### src/rtl/dcache_refill_ctrl.sv
// Purpose: load-miss refill and store write-through controller between the MEM-stage data cache and backing memory.
// Latency: load hit 0 stall cycles; miss/store stall from detection until ack, then one FILL cycle (2-cycle minimum penalty).
// Backpressure: mem_req is held until mem_ack (optional TIMEOUT -> ERR); the pipeline is frozen through stall while waiting.
module dcache_refill_ctrl #(
    parameter int TIMEOUT   = 256,
    parameter int CNT_WIDTH = 32
) (
    input  logic                 clk,
    input  logic                 rst_n,
    input  logic                 cpu_req,
    input  logic                 cpu_we,
    input  logic [31:0]          cpu_addr,
    input  logic [31:0]          cpu_wdata,
    input  logic                 cache_hit,
    output logic                 stall,
    output logic                 fill_en,
    output logic [31:0]          fill_addr,
    output logic [31:0]          fill_data,
    output logic                 resp_valid,
    output logic [31:0]          resp_data,
    output logic                 mem_req,
    output logic                 mem_we,
    output logic [31:0]          mem_addr,
    output logic [31:0]          mem_wdata,
    input  logic                 mem_ack,
    input  logic [31:0]          mem_rdata,
    output logic                 err,
    output logic [CNT_WIDTH-1:0] hit_cnt,
    output logic [CNT_WIDTH-1:0] miss_cnt,
    output logic [CNT_WIDTH-1:0] store_cnt
);

    typedef enum logic [2:0] {
        IDLE    = 3'd0,
        RD_WAIT = 3'd1,
        WR_WAIT = 3'd2,
        FILL    = 3'd3,
        ERR     = 3'd4
    } state_t;

    // Wait counter only needs to reach TIMEOUT-1.
    localparam int                   TW       = (TIMEOUT > 1) ? $clog2(TIMEOUT) : 1;
    localparam logic [TW-1:0]        WAIT_MAX = (TIMEOUT == 0) ? '0 : TW'(TIMEOUT - 1);
    localparam logic [TW-1:0]        W_ONE    = TW'(1);
    localparam logic [CNT_WIDTH-1:0] C_ONE    = CNT_WIDTH'(1);

    state_t          state;
    state_t          state_nxt;
    logic [31:0]     addr_q;
    logic [31:0]     data_q;
    logic            is_load_q;
    logic [TW-1:0]   wait_cnt;
    logic            timeout_hit;

    // The TIMEOUT-th request cycle is the one where the counter sits at TIMEOUT-1.
    assign timeout_hit = (TIMEOUT != 0) && (wait_cnt == WAIT_MAX);

    // State register.
    always_ff @(posedge clk) begin
        if (!rst_n) begin
            state <= IDLE;
        end else begin
            state <= state_nxt;
        end
    end

    // Next-state logic; an ack in the timeout cycle still completes the access.
    always_comb begin
        state_nxt = state;
        case (state)
            IDLE: begin
                if (cpu_req && cpu_we) begin
                    state_nxt = WR_WAIT;
                end else if (cpu_req && !cache_hit) begin
                    state_nxt = RD_WAIT;
                end
            end
            RD_WAIT, WR_WAIT: begin
                if (mem_ack) begin
                    state_nxt = FILL;
                end else if (timeout_hit) begin
                    state_nxt = ERR;
                end
            end
            FILL:    state_nxt = IDLE;
            ERR:     state_nxt = IDLE;
            default: state_nxt = IDLE;
        endcase
    end

    // Datapath: latch request, capture read data, count wait cycles and events.
    always_ff @(posedge clk) begin
        if (!rst_n) begin
            addr_q    <= '0;
            data_q    <= '0;
            is_load_q <= 1'b0;
            wait_cnt  <= '0;
            hit_cnt   <= '0;
            miss_cnt  <= '0;
            store_cnt <= '0;
        end else begin
            case (state)
                IDLE: begin
                    wait_cnt <= '0;
                    if (cpu_req && cpu_we) begin
                        addr_q    <= {cpu_addr[31:2], 2'b00};
                        data_q    <= cpu_wdata;
                        is_load_q <= 1'b0;
                        store_cnt <= store_cnt + C_ONE;
                    end else if (cpu_req && !cache_hit) begin
                        addr_q    <= {cpu_addr[31:2], 2'b00};
                        is_load_q <= 1'b1;
                        miss_cnt  <= miss_cnt + C_ONE;
                    end else if (cpu_req) begin
                        hit_cnt   <= hit_cnt + C_ONE;
                    end
                end
                RD_WAIT: begin
                    if (mem_ack) begin
                        data_q <= mem_rdata;
                    end else begin
                        wait_cnt <= wait_cnt + W_ONE;
                    end
                end
                WR_WAIT: begin
                    if (!mem_ack) begin
                        wait_cnt <= wait_cnt + W_ONE;
                    end
                end
                default: ;
            endcase
        end
    end

    // Outputs decoded from state and latched request; stall is held low during reset.
    always_comb begin
        stall      = 1'b0;
        fill_en    = 1'b0;
        fill_addr  = '0;
        fill_data  = '0;
        resp_valid = 1'b0;
        resp_data  = '0;
        mem_req    = 1'b0;
        mem_we     = 1'b0;
        mem_addr   = addr_q;
        mem_wdata  = '0;
        err        = 1'b0;
        case (state)
            IDLE: begin
                stall = cpu_req && (cpu_we || !cache_hit);
            end
            RD_WAIT: begin
                stall   = 1'b1;
                mem_req = 1'b1;
            end
            WR_WAIT: begin
                stall     = 1'b1;
                mem_req   = 1'b1;
                mem_we    = 1'b1;
                mem_wdata = data_q;
            end
            FILL: begin
                fill_en    = 1'b1;
                fill_addr  = addr_q;
                fill_data  = data_q;
                resp_valid = is_load_q;
                resp_data  = is_load_q ? data_q : 32'h0;
            end
            ERR: begin
                err        = 1'b1;
                resp_valid = is_load_q;
            end
            default: ;
        endcase
        if (!rst_n) begin
            stall = 1'b0;
        end
    end

endmodule
### config.mk
export PLATFORM = sky130hd
export DESIGN_NAME = dcache_refill_ctrl
export DESIGN_NICKNAME = d
export VERILOG_FILES = /design/src/rtl/dcache_refill_ctrl.sv
export SDC_FILE = /design/constraint.sdc
export NUM_CORES = 1
export LEC_CHECK = 0
export ABC_AREA = 1
export CAP_MARGIN = 20
export CORE_MARGIN = 10
export CORE_UTILIZATION = 25
export CTS_CLUSTER_SIZE = 8
export DETAILED_ROUTE_END_ITERATION = 7
export GPL_TIMING_DRIVEN = 0
export PLACE_DENSITY = 0.47
export SLEW_MARGIN = 25
export SYNTH_ARGS = -nofsm -noshare
export SYNTH_HDL_FRONTEND = slang
export SYNTH_SLANG_ARGS = --single-unit
### constraint.sdc
create_clock -name clk -period 2.8 [get_ports clk]
set_input_delay 0.42 -clock clk [delete_from_list [all_inputs] [get_ports clk]]
set_output_delay 0.42 -clock clk [all_outputs]
set_load 0.01 [all_outputs]
==> impl_metrics.json <==
{
  "min_path_type": "register to register",
  "intPower_uw": 5340,
  "slew_violations": 0,
  "grt_antenna_before_repair": 1,
  "synthAdderAreaFrac": 0.00557,
  "outcome": "completed",
  "total_power_uw": 8230,
  "multi_input_area_um2": 4680,
  "synth_cells": 1434,
  "final_common_cell": "nor2_1",
  "hold_path_startpoint": "is_load_q",
  "timing.final.crit_period_ns": 2.73,
  "core_area_um2": 35500,
  "arrival_ns": 2.31,
  "yosys.area_share.simple": 0.360,
  "synth_edf_count": 0,
  "final_cell_mix": "nor2_1, nand2_1, clkdlybuf4s50_1",
  "layout.nets": 1918,
  "highest_layer": "met5",
  "critPathCaptureType": "output port",
  "tritoncts": "built",
  "num_rows": 69,
  "postRouteAntennaNets": 0,
  "avgRoutedWirePerCell_um": 17.8,
  "comb_power_share": 0.310,
  "clk_pin_slew_worst_paths_ns": 0.07,
  "cp-start-kind": "register",
  "post-route-drc-count": 0,
  "track_usage": 0.178,
  "fin_crit_sh": 0.977,
  "stdcell_count": 2285,
  "fmax_mhz": 366,
  "synth_top_family_by_area": "simple AND/OR/NAND/NOR gates",
  "num_antenna_cells": 0,
  "synth_compound_area_frac": 0.138,
  "worst-endpoint-required_ns": 2.38,
  "drt-total-wl_mm": 40.7,
  "yosys.area.top_type": "dfxtp_1",
  "synthArstFlopShare": 0,
  "drv_cap": 0,
  "path_max_fanout": 10,
  "cts_htree_levels": 4,
  "holdPathEnd": "is_load_q",
  "wl_met3_mm": 2.35,
  "rrSetupSlack_ns": 0.94,
  "p_seq_frac": 0.356,
  "wl_met1_mm": 17.6,
  "ys_types": 37,
  "relSlewSlack": 0.476,
  "drt_iter0_markers": 635,
  "synth_xor_xnor_area_share": 0.0107,
  "rr_endpoint": "miss_cnt[22]",
  "clkPwrFrac": 0.333,
  "powerDensity_nw_per_um2": 592,
  "cts_buffer_depth": 2,
  "synth_top_area_share": 0.379,
  "place_inst": 2255,
  "die_x_um": 210,
  "gr-total-overflow": 0,
  "p_leak_uw": 0.00552,
  "swShare": 0.351,
  "path_class": "register to output port",
  "tightest_slew_ns": 0.785,
  "grt_pass1_wl_mm": 60.5,
  "placed_cell_area_um2": 13100,
  "seqCellArea_um2": 3410,
  "synthMuxAreaShare": 0,
  "drt_pre_antenna_iters": 5,
  "die_area_um2": 43900,
  "viasPerCell": 4.54,
  "n_fill_cell": 3779,
  "skew_ns": 0.0163,
  "cts_root_buffer": "clkbuf_16",
  "avgSynthCellArea_um2": 6.26,
  "io_buffers": 357,
  "whs_path_depth": 2,
  "synth_warnings": 0,
  "syn2layout_area_growth_pct": 54.7,
  "dr_total_vias": 10400,
  "hold_viol_final": 0,
  "rr_startpoint": "miss_cnt[1]",
  "grt_pass1_vias": 9759,
  "cts_buffers": 17,
  "gp_congestion": 0.840,
  "final_area_um2": 13900,
  "vdd_drop_max_uv": 513,
  "start_util": 0.253,
  "setup_viol": 0,
  "synthFlopType": "dfxtp_1",
  "synth-seq-cells": 170,
  "ys_top_cells_by_area": "dfxtp_1, nor2_1, nand2_1",
  "drive_gt1_frac": 0.0521,
  "netlist_area_um2": 8980,
  "worst_skew_pair.late_latency_ns": 0.46,
  "rsz0062_at_grt": "true",
  "switchingPower_uw": 2890,
  "ios": 364,
  "dr_wl_met2_mm": 20.3,
  "cts.sinks": 170,
  "ff2ff_path_depth": 9,
  "grt_start_max_net_pins": 18,
  "die_y_um": 210,
  "dpl.hpwl_mm": 32.8,
  "yosysSeqAreaShare": 0.379
}
[Yosys cell counts (all sizes together), types with 10 or more instances]
| cell | number |
|---|---|
| o21bai | 11 |
| xor2 | 10 |
| nor2 | 319 |
| nand3 | 70 |
| clkbuf | 34 |
| nand2 | 308 |
| nand4 | 22 |
| o21ai | 99 |
| a21oi | 81 |
| nor3 | 51 |
| inv | 184 |
| buf | 25 |
| dfxtp | 170 |
| a31oi | 34 |
[worst max path at each step]
stage,start,to,slack (ns),depth (start not counted)
after floorplan,state[0],fill_addr[10],1.01,6
after global placement,cpu_req,stall,-0.37,7
after detailed placement,cpu_req,stall,-0.37,7
after CTS,state[2],stall,-0.12,6
after global routing,state[2],stall,-0.04,6
final,state[0],fill_data[20],0.07,7
[per-layer routing]
| metal | global-route usage | up-vias |
|---|---|---|
| li1 | - | 5320 |
| met1 | 0.214 | 4769 |
| met2 | 0.309 | 251 |
| met3 | 0.0486 | 27 |
| met4 | 0.0365 | 2 |
| met5 | 0 | - |
[flip-flops by register name, indices dropped and copies added, names as in the netlist]
register and cells:
is_load_q 1, store_cnt 32, wait_cnt 8, state 3, miss_cnt 32, hit_cnt 32, data_q 32, mem_addr 30
[area by class of cell]
class,instances,area share
sequential,170,0.245
timing repair buffer,358,0.259
clock buffer,19,0.0326
tap,461,0.0415
multi-input combinational,1024,0.337
buffer,57,0.0201
clock inverter,12,0.0152
inverter,184,0.0499
[power by group through the flow]
stage / combinational [uW] / clock [uW] / sequential (uW)
floorplan: 1280 / 0 / 3000
global placement: 2550 / 0 / 2970
detailed placement: 2550 / 0 / 2980
CTS: 2570 / 2820 / 2930
global route: 2820 / 2900 / 2970
finish: 2550 / 2740 / 2930
[worst max-delay path, cell delays in order (launching register included)]
cell	delay, ns
dfxtp_4	0.39
inv_2	0.08
nor3_4	0.24
inv_2	0.09
buf_4	0.20
buf_4	0.20
nor2_1	0.09
clkdlybuf4s50_1	0.56
[through the flow]
| stage | worst slack [ns] | TNS [ns] | hold WS [ns] | util |
|---|---|---|---|---|
| floorplan | 1.01 | 0 | 0.441 | - |
| global placement | -0.368 | -0.368 | 0.456 | 0.370 |
| detailed placement | -0.366 | -0.366 | 0.458 | 0.370 |
| CTS | -0.115 | -0.115 | 0.468 | 0.389 |
| global route | -0.0423 | -0.0626 | 0.495 | 0.392 |
| finish | 0.0653 | 0 | 0.467 | 0.392 |
[cells by family after synthesis]
family,Yosys count
compound gates,230
xor+xnor,11
fa+ha+maj,4
buf+inv,243
flops,170
other cells,1
simple gates,775
[what timing repair did]
action | 4_1_cts | 5_1_grt
pin swaps | 1 | 1
setup endpoints to repair | 96 | 41
setup buffers | 1 | 0
hold buffers | 0 | 0
resized for setup | 47 | 37
Note: power is estimated with default switching activity, not from simulation.
